### src/rtl/dot_matrix_scanner_pkg.sv
// Shared widths, FSM state type and row-decode helper for the dot-matrix row scanner.
package dot_matrix_scanner_pkg;

    localparam int unsigned DM_ROWS  = 16;
    localparam int unsigned DM_COLS  = 16;
    localparam int unsigned DM_ROW_W = 4;

    typedef logic [DM_ROW_W-1:0] row_idx_t;
    typedef logic [DM_ROWS-1:0]  row_vec_t;
    typedef logic [DM_COLS-1:0]  col_vec_t;

    typedef enum logic [1:0] {
        ST_IDLE  = 2'd0,
        ST_BLANK = 2'd1,
        ST_SHOW  = 2'd2
    } dm_state_t;

    // One-hot row enable for a row index (bit n = row n).
    function automatic row_vec_t row_onehot(input row_idx_t idx);
        row_vec_t v;
        v      = '0;
        v[idx] = 1'b1;
        return v;
    endfunction

endpackage

### src/rtl/dot_matrix_scanner_if.sv
// Scanner-side signal bundle: row index / column pattern to and from the
// pattern ROM, plus the physical row/column drive and the frame strobe.
interface dot_matrix_scanner_if;
    import dot_matrix_scanner_pkg::*;

    row_idx_t row_bin;
    col_vec_t col_in;
    row_vec_t row_drv;
    col_vec_t col_drv;
    logic     frame_done;

    modport master (
        output row_bin,
        output row_drv,
        output col_drv,
        output frame_done,
        input  col_in
    );

    modport slave (
        input  row_bin,
        input  row_drv,
        input  col_drv,
        input  frame_done,
        output col_in
    );

endinterface

### src/rtl/dot_matrix_scanner_scan_timer.sv
// Row-slot timer: counts 0..CLK_DIV-1 across one blank+show slot and strobes
// the last blank cycle and the last cycle of the slot.
module scan_timer #(
    parameter int unsigned CLK_DIV      = 1000,
    parameter int unsigned BLANK_CYCLES = 20
) (
    input  logic clk,
    input  logic rst,
    input  logic en,
    input  logic run,
    output logic blank_end,
    output logic slot_end
);

    localparam int unsigned      CNT_W      = (CLK_DIV > 1) ? $clog2(CLK_DIV) : 1;
    localparam logic [CNT_W-1:0] BLANK_LAST = CNT_W'(BLANK_CYCLES - 1);
    localparam logic [CNT_W-1:0] SLOT_LAST  = CNT_W'(CLK_DIV - 1);

    logic [CNT_W-1:0] slot_cnt;

    // Slot counter: held at 0 while idle/disabled so the first BLANK cycle is count 0.
    always_ff @(posedge clk) begin
        if (rst || !en || !run) begin
            slot_cnt <= '0;
        end else if (slot_cnt == SLOT_LAST) begin
            slot_cnt <= '0;
        end else begin
            slot_cnt <= slot_cnt + CNT_W'(1);
        end
    end

    assign blank_end = run && (slot_cnt == BLANK_LAST);
    assign slot_end  = run && (slot_cnt == SLOT_LAST);

endmodule

### src/rtl/dot_matrix_scanner.sv
// Row-scan driver for the 16x16 LED matrix: walks row_bin through the pattern
// ROM, blanks between rows against ghosting, optionally blinks whole frames
// and pulses frame_done after each completed 16-row frame.
module dot_matrix_scanner
    import dot_matrix_scanner_pkg::*;
#(
    parameter int unsigned CLK_DIV      = 1000,
    parameter int unsigned BLANK_CYCLES = 20,
    parameter int unsigned BLINK_FRAMES = 25
) (
    input  logic                 clk,
    input  logic                 rst,
    input  logic                 en,
    input  logic                 blink,
    dot_matrix_scanner_if.master bus
);

    localparam int unsigned       FCNT_W    = (BLINK_FRAMES > 1) ? $clog2(BLINK_FRAMES) : 1;
    localparam logic [FCNT_W-1:0] FCNT_LAST = FCNT_W'(BLINK_FRAMES - 1);
    localparam row_idx_t          ROW_LAST  = row_idx_t'(DM_ROWS - 1);

    dm_state_t state;
    dm_state_t state_nxt;

    logic blank_end;
    logic slot_end;
    logic running;

    row_idx_t row_bin_q;
    row_idx_t row_bin_d;
    row_vec_t row_drv_q;
    row_vec_t row_drv_d;
    col_vec_t col_drv_q;
    col_vec_t col_drv_d;
    logic     frame_done_q;
    logic     frame_done_d;

    logic              frame_end;
    logic [FCNT_W-1:0] frame_cnt;
    logic              phase_dark;
    logic              visible;

    assign running = (state != ST_IDLE);

    scan_timer #(
        .CLK_DIV      (CLK_DIV),
        .BLANK_CYCLES (BLANK_CYCLES)
    ) u_scan_timer (
        .clk       (clk),
        .rst       (rst),
        .en        (en),
        .run       (running),
        .blank_end (blank_end),
        .slot_end  (slot_end)
    );

    // Last SHOW cycle of row 15: the frame completes on this edge.
    assign frame_end = en && (state == ST_SHOW) && slot_end && (row_bin_q == ROW_LAST);

    // Mask is combinational on blink so dropping blink shows at the very next capture.
    assign visible = !blink || !phase_dark;

    // FSM state register.
    always_ff @(posedge clk) begin
        if (rst) begin
            state <= ST_IDLE;
        end else begin
            state <= state_nxt;
        end
    end

    // FSM next-state: disable returns to IDLE from any state.
    always_comb begin
        state_nxt = state;
        case (state)
            ST_IDLE:  if (en) state_nxt = ST_BLANK;
            ST_BLANK: begin
                if (!en)            state_nxt = ST_IDLE;
                else if (blank_end) state_nxt = ST_SHOW;
            end
            ST_SHOW:  begin
                if (!en)           state_nxt = ST_IDLE;
                else if (slot_end) state_nxt = ST_BLANK;
            end
            default:  state_nxt = ST_IDLE;
        endcase
    end

    // FSM outputs: next values of the registered row/column drive.
    always_comb begin
        row_bin_d    = row_bin_q;
        row_drv_d    = row_drv_q;
        col_drv_d    = col_drv_q;
        frame_done_d = 1'b0;
        if (!en) begin
            row_bin_d = '0;
            row_drv_d = '0;
            col_drv_d = '0;
        end else begin
            case (state)
                ST_BLANK: begin
                    row_drv_d = '0;
                    col_drv_d = '0;
                    if (blank_end) begin
                        row_drv_d = row_onehot(row_bin_q);
                        col_drv_d = bus.col_in & {DM_COLS{visible}};
                    end
                end
                ST_SHOW: begin
                    if (slot_end) begin
                        row_bin_d    = row_bin_q + row_idx_t'(1);
                        row_drv_d    = '0;
                        col_drv_d    = '0;
                        frame_done_d = frame_end;
                    end
                end
                default: begin
                    row_bin_d = '0;
                    row_drv_d = '0;
                    col_drv_d = '0;
                end
            endcase
        end
    end

    // Output registers.
    always_ff @(posedge clk) begin
        if (rst) begin
            row_bin_q    <= '0;
            row_drv_q    <= '0;
            col_drv_q    <= '0;
            frame_done_q <= 1'b0;
        end else begin
            row_bin_q    <= row_bin_d;
            row_drv_q    <= row_drv_d;
            col_drv_q    <= col_drv_d;
            frame_done_q <= frame_done_d;
        end
    end

    // Blink phase: advanced at frame completion so the following row-0 capture
    // already sees the new phase, even with a single blank cycle.
    always_ff @(posedge clk) begin
        if (rst || !en || !blink) begin
            frame_cnt  <= '0;
            phase_dark <= 1'b0;
        end else if (frame_end) begin
            if (frame_cnt == FCNT_LAST) begin
                frame_cnt  <= '0;
                phase_dark <= !phase_dark;
            end else begin
                frame_cnt <= frame_cnt + FCNT_W'(1);
            end
        end
    end

    assign bus.row_bin    = row_bin_q;
    assign bus.row_drv    = row_drv_q;
    assign bus.col_drv    = col_drv_q;
    assign bus.frame_done = frame_done_q;

endmodule
### src/flat_wrapper.sv
// flat-port wrapper written by rule: the top's interface ports become plain ports
module dot_matrix_scanner_flat import dot_matrix_scanner_pkg::*;
#(
    parameter int unsigned CLK_DIV      = 1000,
    parameter int unsigned BLANK_CYCLES = 20,
    parameter int unsigned BLINK_FRAMES = 25
)
  (clk, rst, en, blink, bus_row_bin, bus_row_drv, bus_col_drv, bus_frame_done, bus_col_in);
  dot_matrix_scanner_if bus_i ();
  input  logic clk;
  input  logic rst;
  input  logic en;
  input  logic blink;
  output wire logic [$bits(bus_i.row_bin)-1:0] bus_row_bin;
  output wire logic [$bits(bus_i.row_drv)-1:0] bus_row_drv;
  output wire logic [$bits(bus_i.col_drv)-1:0] bus_col_drv;
  output wire logic [$bits(bus_i.frame_done)-1:0] bus_frame_done;
  input wire logic [$bits(bus_i.col_in)-1:0] bus_col_in;
  assign bus_row_bin = bus_i.row_bin;
  assign bus_row_drv = bus_i.row_drv;
  assign bus_col_drv = bus_i.col_drv;
  assign bus_frame_done = bus_i.frame_done;
  assign bus_i.col_in = bus_col_in;
  dot_matrix_scanner #(.CLK_DIV(CLK_DIV), .BLANK_CYCLES(BLANK_CYCLES), .BLINK_FRAMES(BLINK_FRAMES)) u_core (.clk(clk), .rst(rst), .en(en), .blink(blink), .bus(bus_i));
endmodule
### config.mk
export PLATFORM = sky130hd
export DESIGN_NAME = dot_matrix_scanner_flat
export DESIGN_NICKNAME = d
export VERILOG_FILES = /design/src/rtl/dot_matrix_scanner_pkg.sv /design/src/rtl/dot_matrix_scanner_if.sv /design/src/rtl/dot_matrix_scanner_scan_timer.sv /design/src/rtl/dot_matrix_scanner.sv /design/src/flat_wrapper.sv
export SDC_FILE = /design/constraint.sdc
export NUM_CORES = 1
export LEC_CHECK = 0
export BUFFER_PORTS_ARGS = -buffer_cell sky130_fd_sc_hd__buf_2
export CAP_MARGIN = 15
export CORE_MARGIN = 2
export CORE_UTILIZATION = 55
export CTS_BUF_LIST = sky130_fd_sc_hd__clkbuf_2 sky130_fd_sc_hd__clkbuf_4 sky130_fd_sc_hd__clkbuf_8
export DETAILED_ROUTE_END_ITERATION = 8
export PLACE_DENSITY_LB_ADDON = 0.2
export SLEW_MARGIN = 10
export SYNTH_ARGS = -nofsm -noshare
export SYNTH_HDL_FRONTEND = slang
export SYNTH_HIERARCHICAL = 1
export SYNTH_SLANG_ARGS = --single-unit
export TNS_END_PERCENT = 50
### constraint.sdc
create_clock -name clk -period 2.3 [get_ports clk]
set_input_delay 0.115 -clock clk [delete_from_list [all_inputs] [get_ports clk]]
set_output_delay 0.115 -clock clk [all_outputs]
set_load 0.02 [all_outputs]
# After elaboration in Yosys (flattened, before gate mapping)
# Cells that the tools add are included.
totals:
  ff_bits: 55
  input_bits: 20
op_classes:
  addsub: 3
  order_cmp: 2
  n_eq_ne: 10
  muxes: 16
  bitwise_logic: 5
  reduce_logical: 22
ops:
  columns: ["op", "count"]
  rows:
  - ["$pmux W16 S2", 2]
  - ["$mux W16", 3]
  - ["$and A16 B16 Y16", 1]
  - ["$add A10 B1 Y10 const B", 1]
  - ["$eq A10 B10 Y1 const B", 1]
  - ["$eq A10 B5 Y1 const B", 1]
  - ["$mux W2", 5]
  - ["$pmux W4 S2", 1]
  - ["$logic_and A1 B1 Y1", 6]
  - ["$ne A3 B2 Y1 const B", 2]
  - ["$pmux W2 S3", 1]
  - ["$add A5 B1 Y5 const B", 1]
  - ["$eq A5 B5 Y1 const B", 1]
  - ["$lt A4 B5 Y1 const B", 1]
  - ["$mux W5", 1]
  - ["$add A4 B1 Y4 const B", 1]
  - ["$demux W1 S4", 1]
  - ["$eq A4 B4 Y1 const B", 1]
  - ["$ge A4 B1 Y1 const B", 1]
  - ["$logic_not A1 Y1", 4]
  - ["$logic_or A1 B1 Y1", 4]
  - ["$mux W4", 1]
  - ["$not A1 Y1", 4]
  - ["$reduce_and A2 Y1", 2]
  - ["other kinds (10)", 11]

# Depth between registers and ports, before layout
# Gate-level depths: netlist of the first run.
logic_depth:
  word_depth: 6
  depth_mapped: 10
  ltp_nobuf: 7

# By module
# The synthesis of the first run kept the hierarchy.
by_module_without_submodules:
  columns: ["module", "n_inst", "cells_each", "area_each_um2", "seq_area_each_um2"]
  rows:
  - ["dot_matrix_scanner", 1, 202, 1885.6, 900.9]
  - ["scan_timer", 1, 55, 491.7, 200.2]

# Worst setup path after synthesis of the first run
# No wires, ideal clock.
synth_path:
  path_kind: "register to register"
  from: "register u_core.state[1]"
  to: "register u_core.row_drv_q[12], in the netlist u_core/bus.row_drv[12]"
  setup_time_ns: 0.070
  t_arrival_ns: 2.076
  slack_ns: 0.153
  path_stages_with_launch: 11
  n_path_buf: 3
  synth_period_minus_slack_ns: 2.147
  cell_sequence: "dfxtp_1 buf_2 or2_2 inv_1 or4b_1 nor4_1 and3b_1 buf_2 buf_2 nand4_1 a21oi_1"
synth_via:
  elab_chain_cells: 4
  elab_cells_between_ends: 8
synth_lines:
  columns: ["element", "line_no", "source"]
  rows:
  - ["start, declared", "dot_matrix_scanner.sv:22", "dm_state_t state;"]
  - ["start signal, assigned", "dot_matrix_scanner.sv:68", "state <= state_nxt;"]
  - ["$reduce_bool A2 Y1", "dot_matrix_scanner.sv:43", "assign running = (state != ST_IDLE);"]
  - ["net u_core.running", "dot_matrix_scanner.sv:27", "logic running;"]
  - ["$logic_and A1 B1 Y1", "dot_matrix_scanner_scan_timer.sv:32", "assign blank_end = run && (slot_cnt == BLANK_LAST);"]
  - ["net u_core.blank_end", "dot_matrix_scanner.sv:25", "logic blank_end;"]
  - ["$mux W16", "dot_matrix_scanner.sv:104", "if (blank_end) begin"]
  - ["$pmux W16 S2", "dot_matrix_scanner.sv:100", "case (state)"]
  - ["end signal, assigned", "dot_matrix_scanner.sv:135", "row_drv_q <= row_drv_d;"]
  - ["end, declared", "dot_matrix_scanner.sv:31", "row_vec_t row_drv_q;"]
# The timed path passes the listed nets, and every way through them passes these cells.
# A chain may end at the register's enable or synchronous reset.

# Final worst setup path of the first run
layout_path:
  from: "register u_core.state[0]"
  to: "register u_core.col_drv_q[2], in the netlist u_core/bus.col_drv[2]"
layout_via:
  elab_chain_cells: 4
  elab_cells_between_ends: 8
layout_lines:
  columns: ["element", "line_no", "source"]
  rows:
  - ["$reduce_bool A2 Y1", "dot_matrix_scanner.sv:43", null]
  - ["net u_core.running", "dot_matrix_scanner.sv:27", null]
  - ["$logic_and A1 B1 Y1", "dot_matrix_scanner_scan_timer.sv:32", null]
  - ["net u_core.blank_end", "dot_matrix_scanner.sv:25", null]
  - ["$mux W16", "dot_matrix_scanner.sv:104", null]
  - ["$pmux W16 S2", "dot_matrix_scanner.sv:100", null]
  - ["end signal, assigned", "dot_matrix_scanner.sv:136", "col_drv_q <= col_drv_d;"]
  - ["end, declared", "dot_matrix_scanner.sv:33", "col_vec_t col_drv_q;"]
# The timed path passes the listed nets, and every way through them passes these cells.

==> results of run 1 <==
[cell type report]
| type | count | area (sq um) | area share, % |
|---|---|---|---|
| clock buffers | 5 | 68.8 | 2.41 |
| repair buffers | 68 | 383 | 13.4 |
| clock inverters | 3 | 27.5 | 0.964 |
| flip-flops and latches | 55 | 1100 | 38.6 |
| multi-input cells | 177 | 1180 | 41.4 |
| well taps | 50 | 62.6 | 2.19 |
| inverters | 8 | 30.0 | 1.05 |
[worst max-delay path by stage]
| stage | endpoint |
|---|---|
| final | u_core/bus.col_drv[2] |
| after global routing | u_core/bus.row_drv[4] |
| after CTS | u_core/frame_cnt[4] |
| after detailed placement | u_core/frame_cnt[4] |
| after global placement | u_core/frame_cnt[4] |
| after floorplan | u_core/bus.row_drv[12] |
[sequential cells by signal, indices dropped and copies added, names as in the netlist]
| name | cells |
|---|---|
| u_core/bus.col_drv | 16 |
| u_core/u_scan_timer/slot_cnt | 10 |
| u_core/bus.frame_done | 1 |
| u_core/bus.row_drv | 16 |
| u_core/frame_cnt | 5 |
| u_core/state | 2 |
| u_core/bus.row_bin | 4 |
| u_core/phase_dark | 1 |
[metal layers]
metal	vias to the layer above	global-route usage, %	wire (um)
li1	1059	-	-
met1	980	28.9	2360
met2	76	37.3	2580
met3	6	5.38	331
met4	0	8.76	57
met5	-	0	0
[cells in the final DEF, fill, tap and decap left out, types with 3 or more instances in the layout]
| master | netlist | routed |
|---|---|---|
| buf_2 | 9 | 56 |
| nand3_1 | 9 | 9 |
| o21ai_0 | 3 | 3 |
| nand2_1 | 16 | 16 |
| nor2_1 | 42 | 42 |
| ha_1 | 8 | 8 |
| nand4_1 | 6 | 6 |
| nor2b_1 | 4 | 4 |
| a32oi_1 | 28 | 28 |
| a31oi_1 | 3 | 3 |
| dfxtp_1 | 55 | 55 |
| clkbuf_8 | 0 | 5 |
| or4_1 | 3 | 3 |
| nor3_1 | 4 | 3 |
| inv_1 | 8 | 8 |
| xor2_1 | 5 | 5 |
| buf_4 | 0 | 11 |
| a211oi_1 | 4 | 4 |
| a21oi_1 | 9 | 9 |
[critical path, delay by kind of cell, from the launching register on]
kind / cells / cell delay [ps]
buf+inv: 2 / 250
simple gates: 5 / 1290
flops: 1 / 340
compound gates: 1 / 120
[cells by family after synthesis]
logic type	Yosys count
and+or+nand+nor	104
adders and majority gates	8
buffers and inverters	25
DFF	55
muxes	1
AOI/OAI and AO/OA	57
xor gates and xnor gates	7
[repair_timing]
action	in CTS	in global routing
endpoints found under the setup margin	0	7
setup buffers	0	0
hold buffers	0	0
gates resized for setup	0	2
[power groups by stage]
stage	Clock [mW]	Sequential (mW)	Combinational (mW)
2_1_floorplan	0	0.976	0.0218
5_1_grt	0.609	0.954	0.0536
3_3_place_gp	0	0.976	0.0474
6_report	0.556	0.954	0.0486
3_5_place_dp	0	0.976	0.0482
4_1_cts	0.572	0.954	0.0485
[stage by stage]
stage,hold slack [ps],std cells,area (sq um)
after detailed placement,341,358,2750
after CTS,8.02,366,2840
after floorplan,187,257,2380
final,21.6,366,2850
after global routing,10.9,366,2850
after global placement,338,358,2750
==> summary.txt, run 1 <==
Final layout
  – Nets: 343
  – Core Util, Final: 69.8%
  – N_diodes: 0
  – Fillers: 329
  – Share of cells above drive strength 1: between 20% and 30%
  – Area grow syn2layout: 20.1%

Drt
  – Final ANT Viol Nets: 0
  – Routed WL: around 5.3 mm
  – Drc violations: 0
  – Routed len/inst: around 15 um
  – Pre-Repair DR Iteration Count: 4
  – Via count: ~2.1k
  – Vias per inst: between 5 and 6
  – Iteration-0 DRC Markers: 118

STA
  – Setup violators final: 0
  – Slew Limit Headroom: 60.1%
  – Slew Viols, Final: 0
  – Final Hold Viols: 0
  – Final period util: 90.3%
  – RSZ-0062 raised after global routing: no
  – Max frequency: 482 MHz
  – Worst slew pin tran: 597 ps
  – Fin Setup TNS: 0 ps
  – Worst clock skew: 10.0 ps
  – Fin worst setup slack: approximately 220 ps
  – Crit path time final: 2080 ps

Global routing
  – Initial antenna violation count: 0
  – Tot GR Track Use: 22.7%
  – First-pass GRT wire length: 9.11 mm
  – Vias in the first global route: between 2k and 2.5k
  – Largest net degree at the start of global routing: 34
  – GRT overflow: 0

Clock tree
  – Clock slew at reported path FFs: 110 ps
  – H-Tree Depth: 2
  – TritonCTS Buffers: 5
  – Clock tree buffer depth: 2
  – Worst skew pair latency: 310 ps
  – CTS root buf: clkbuf_8
  – Sink Count: 55
  – CTS tree: done

Yosys
  – Syn Std Cell Area: 2380 sq um
  – Post-synthesis mux area share: 0.474%
  – Synth top area share: 46.3%
  – XOR/XNOR share of the synthesized area: 2.58%
  – Mapped Cells: 257
  – YS warnings: 6
  – Largest family of logic cells by synthesized area: simple AND/OR/NAND/NOR gates
  – Most frequent cell after synthesis: dfxtp_1
  – Synth area leaders: dfxtp_1 46%, a32oi_1 10%, nor2_1 6.6%, ha_1 4.2%, nand2_1 2.5%
  – Synth area leader: dfxtp_1
  – Compound-Gate Fraction of Synth Area: 18.1%
  – Ys flop type: dfxtp_1
  – Yosys cell types: 45
  – Ys async rst share: 0%
  – Synth Area in Adders: approximately 4.2%
  – Most frequent cells after synthesis: 55 x dfxtp_1, 42 x nor2_1, 28 x a32oi_1
  – EDFF count, synth: 0
  – Synth Area per Inst: 9.25 sq um
  – Flops & latches, synth: 55
  – Syn Nets: 285
  – Synth Area in Simple Gates: 23.6%
  – Register area share after synthesis: 46.3%

Worst hold path
  – Hold Path End: u_core/bus.frame_done
  – Hold_sp: rst
  – Hold Crit Depth: 2
  – Min-delay worst type: in -> reg

Power
  – Seq pwr share: ~60%
  – Combinational share of power: 3.1%
  – Clock group share of total power: 35.7%
  – Tot Pwr: 1.56 mW
  – Sw frac: a little under a quarter
  – Net Switching: 0.358 mW
  – Max VDD drop: 0.410 mV
  – Internal cell power: 1.20 mW
  – Pwr dens: 546 nW/um^2
  – Leak: 1.14 nW

Run status
  – Status: complete, no violations

Placement
  – Final GP Congestion: 0.816
  – Port Buffer Count: between 50 and 60
  – DP HPWL: 3.61 mm
  – Pre-CTS setup slack: 154 ps

Worst setup path
  – WP data required: 2550 ps
  – Cell count of the worst reg-to-reg path: 8
  – Critical path cell sequence: or2_2, inv_1, or4b_1, nor4_2, and3b_1, buf_12, a32oi_1, nor2_1
  – CP peak stage delay: 510 ps
  – Crit Path Max Fanout: 33
  – Crit path from: u_core/state[0]
  – Crit end category: register
  – R2R setup slack: 220 ps
  – CP max-delay cell: or4b_1
  – RR Endpoint: u_core/bus.col_drv[2]
  – Data arrival, critical path: between 2000 and 2500 ps
  – Reg2Reg Launch Point: u_core/state[0]
  – CP Class: reg -> reg
  – Setup crit start kind: register

Floorplan
  – Die X: roughly 70 um
  – Initial core utilization: 58.2%
  – # IOs: 57
  – Core area: 4090 sq um
  – Chip height: 69.7 um
  – FP Rows: 23
  – Total die area: 4860 sq um

Flow run
  – Max Cap Viol: 0
Note: power is estimated with default switching activity, not from simulation.
==> inputs of run 2 (changes only) <==
RECOVER_POWER = 50   (was unset)
==> run 2 against run 1 <==
Against the previous run: clock skew down 1.8 ps; highest routed layer unchanged; total power barely moved; critical endpoint is now u_core/bus.row_drv[13]; combinational power decreased by 0.8%; via count about the same.
==> summary.txt, run 2 (synthesis gave the netlist of run 1 again) <==
Global routing
  – Initial antenna violation count: 0 (unchanged)
  – Largest net degree at the start of global routing: 34 (unchanged)
  – Vias in the first global route: 2,022 (unchanged)
  – First-pass GRT wire length: 9.11 mm (unchanged)
  – Tot GR Track Use: 22.7% (unchanged)
  – GRT overflow: 0 (unchanged)

Floorplan
  – Initial core utilization: 58.2% (unchanged)
  – Total die area: 4860 sq um (unchanged)
  – # IOs: 57 (unchanged)
  – Core area: 4090 sq um (unchanged)
  – Chip height: 69.7 um (unchanged)
  – Die X: 69.7 um (unchanged)
  – FP Rows: 23 (unchanged)

STA
  – Max frequency: 480 MHz (-0.40%)
  – Final Hold Viols: 0 (unchanged)
  – Fin Setup TNS: 0 ps (unchanged)
  – RSZ-0062 raised after global routing: no
  – Slew Limit Headroom: 62.0% (+1.8 points)
  – Setup violators final: 0 (unchanged)
  – Worst clock skew: 8.25 ps (-1.79 ps)
  – Final period util: 90.6% (+0.37 points)
  – Slew Viols, Final: 0 (unchanged)
  – Worst slew pin tran: 569 ps (-27.4 ps)
  – Crit path time final: 2080 ps (+8.42 ps)
  – Hold slack: 21.8 ps (+0.136 ps)

Worst setup path
  – Critical path cell sequence: or2_2, inv_1, or4b_1, nor4_2, and3b_1, buf_12, nand4_1, a21oi_1
  – Setup crit start kind: register
  – Crit end category: register
  – WP data required: 2540 ps (about the same)
  – CP max-delay cell: or4b_1
  – Reg2Reg Launch Point: u_core/state[0]
  – Data arrival, critical path: 2330 ps (about the same)
  – CP Class: reg -> reg
  – Crit path from: u_core/state[0]
  – Crit Path Max Fanout: 33 (unchanged)
  – CP peak stage delay: 510 ps (about the same)

Drt
  – Pre-Repair DR Iteration Count: 4 (unchanged)
  – Vias per inst: 5.79 (about the same)
  – Routed len/inst: 14.6 um (+0.11%)
  – Final ANT Viol Nets: 0 (unchanged)
  – Routed WL: 5.34 mm (+0.11%)
  – Drc violations: 0 (unchanged)
  – Iteration-0 DRC Markers: 95 (-19%)
  – Via count: 2,119 (-0.094%)

Clock tree
  – CTS tree: done
  – TritonCTS Buffers: 5 (unchanged)
  – Worst skew pair latency: 310 ps (about the same)
  – Sink Count: 55 (unchanged)
  – Clock slew at reported path FFs: 100 ps (about the same)
  – H-Tree Depth: 2 (unchanged)
  – Clock tree buffer depth: 2 (unchanged)
  – Post-CTS Setup Inserts: 0 (unchanged)
  – CTS resizes: 0 (unchanged)
  – CTS root buf: clkbuf_8
  – Cts hold-fix bufs: 0 (unchanged)

Flow run
  – Max Cap Viol: 0 (unchanged)

Final layout
  – Core Util, Final: 68.3% (-1.6 points)
  – Final std cells w/o fill: 366 (unchanged)
  – Nets: 343 (unchanged)
  – Area grow syn2layout: 17.4%
  – Multi-input logic area: 1160 sq um (-1.5%)
  – Leading cell type in the layout, fill and taps excluded: dfxtp_1
  – FF/Latch Area: 1100 sq um (unchanged)
  – Share of cells above drive strength 1: 15.2% (-12 points)
  – N_diodes: 0 (unchanged)
  – Fillers: 341 (+3.6%)
  – Commonest non-fill, non-tap cells in the layout: 55 x dfxtp_1, 42 x nor2_1, 37 x clkbuf_1, 28 x a32oi_1, 19 x buf_2

Placement
  – DP HPWL: 3.61 mm (unchanged)
  – Final GP Congestion: 0.816 (unchanged)
  – Port Buffer Count: 56 (unchanged)
  – Placed insts: 358 (unchanged)

Power
  – Clock group share of total power: 35.7% (about the same)
  – Internal cell power: 1.20 mW (about the same)
  – Net Switching: 0.357 mW (-0.21%)
  – Max VDD drop: 0.389 mV (-5.0%)
  – Seq pwr share: 61.2% (about the same)
  – Sw frac: 22.9% (-0.037 points)
  – Leak: 0.983 nW (-14%)
  – Pwr dens: 558 nW/um^2 (+2.2%)
  – Combinational share of power: 3.1% (about the same)

Worst hold path
  – Min-delay worst type: in -> reg
  – Hold_sp: rst

Run status
  – Status: complete, no violations
==> run 2: through the flow <==
stage	setup slack, ps	instance area (sq um)	power, mW
2_1_floorplan	153	2380	0.998
3_3_place_gp	208	2750	1.02
3_5_place_dp	154	2750	1.02
4_1_cts	127	2840	1.57
5_1_grt	51.6	2790	1.62
6_report	215	2790	1.56
==> run 2: power groups by stage <==
stage / sequential, mW / combinational [mW] / clock (mW)
after floorplan: 0.976 / 0.0218 / 0
after global placement: 0.976 / 0.0474 / 0
after detailed placement: 0.976 / 0.0482 / 0
after CTS: 0.954 / 0.0485 / 0.572
after global routing: 0.954 / 0.0533 / 0.609
final: 0.954 / 0.0482 / 0.556
==> run 2: cell type report <==
type                       count  share of cell area [%]
tap                           50                    2.24
clock buffer                   5                    2.47
multi-input combinational    177                    41.7
inverter                       8                    1.08
sequential                    55                    39.5
timing repair buffer          68                    12.1
clock inverter                 3                   0.987
==> run 2: layer usage <==
layer / share of wire (%) / routed length (um) / GRT usage, % / up-vias
li1: - / - / - / 1058
met1: 44 / 2370 / 28.9 / 979
met2: 49 / 2590 / 37.3 / 78
met3: 6.3 / 337 / 5.38 / 4
met4: 0.77 / 41 / 8.76 / 0
met5: 0 / 0 / 0 / -
==> run 2: final timing paths <==
path | to | slack [ps] | depth (start not counted)
max | u_core/bus.row_drv[13] | 220 | 8
min | u_core/bus.frame_done | 20 | 2
max reg2reg | u_core/bus.row_drv[13] | 220 | 8
min reg2reg | u_core/bus.row_drv[12] | 460 | 2
==> run 2: critical path: cells and delay by family (launching register included) <==
family / cells / cell delay, ps
AO/OA/AOI/OAI: 1 / 130
buffers and inverters: 2 / 250
flip-flops: 1 / 340
AND/OR/NAND/NOR: 5 / 1270
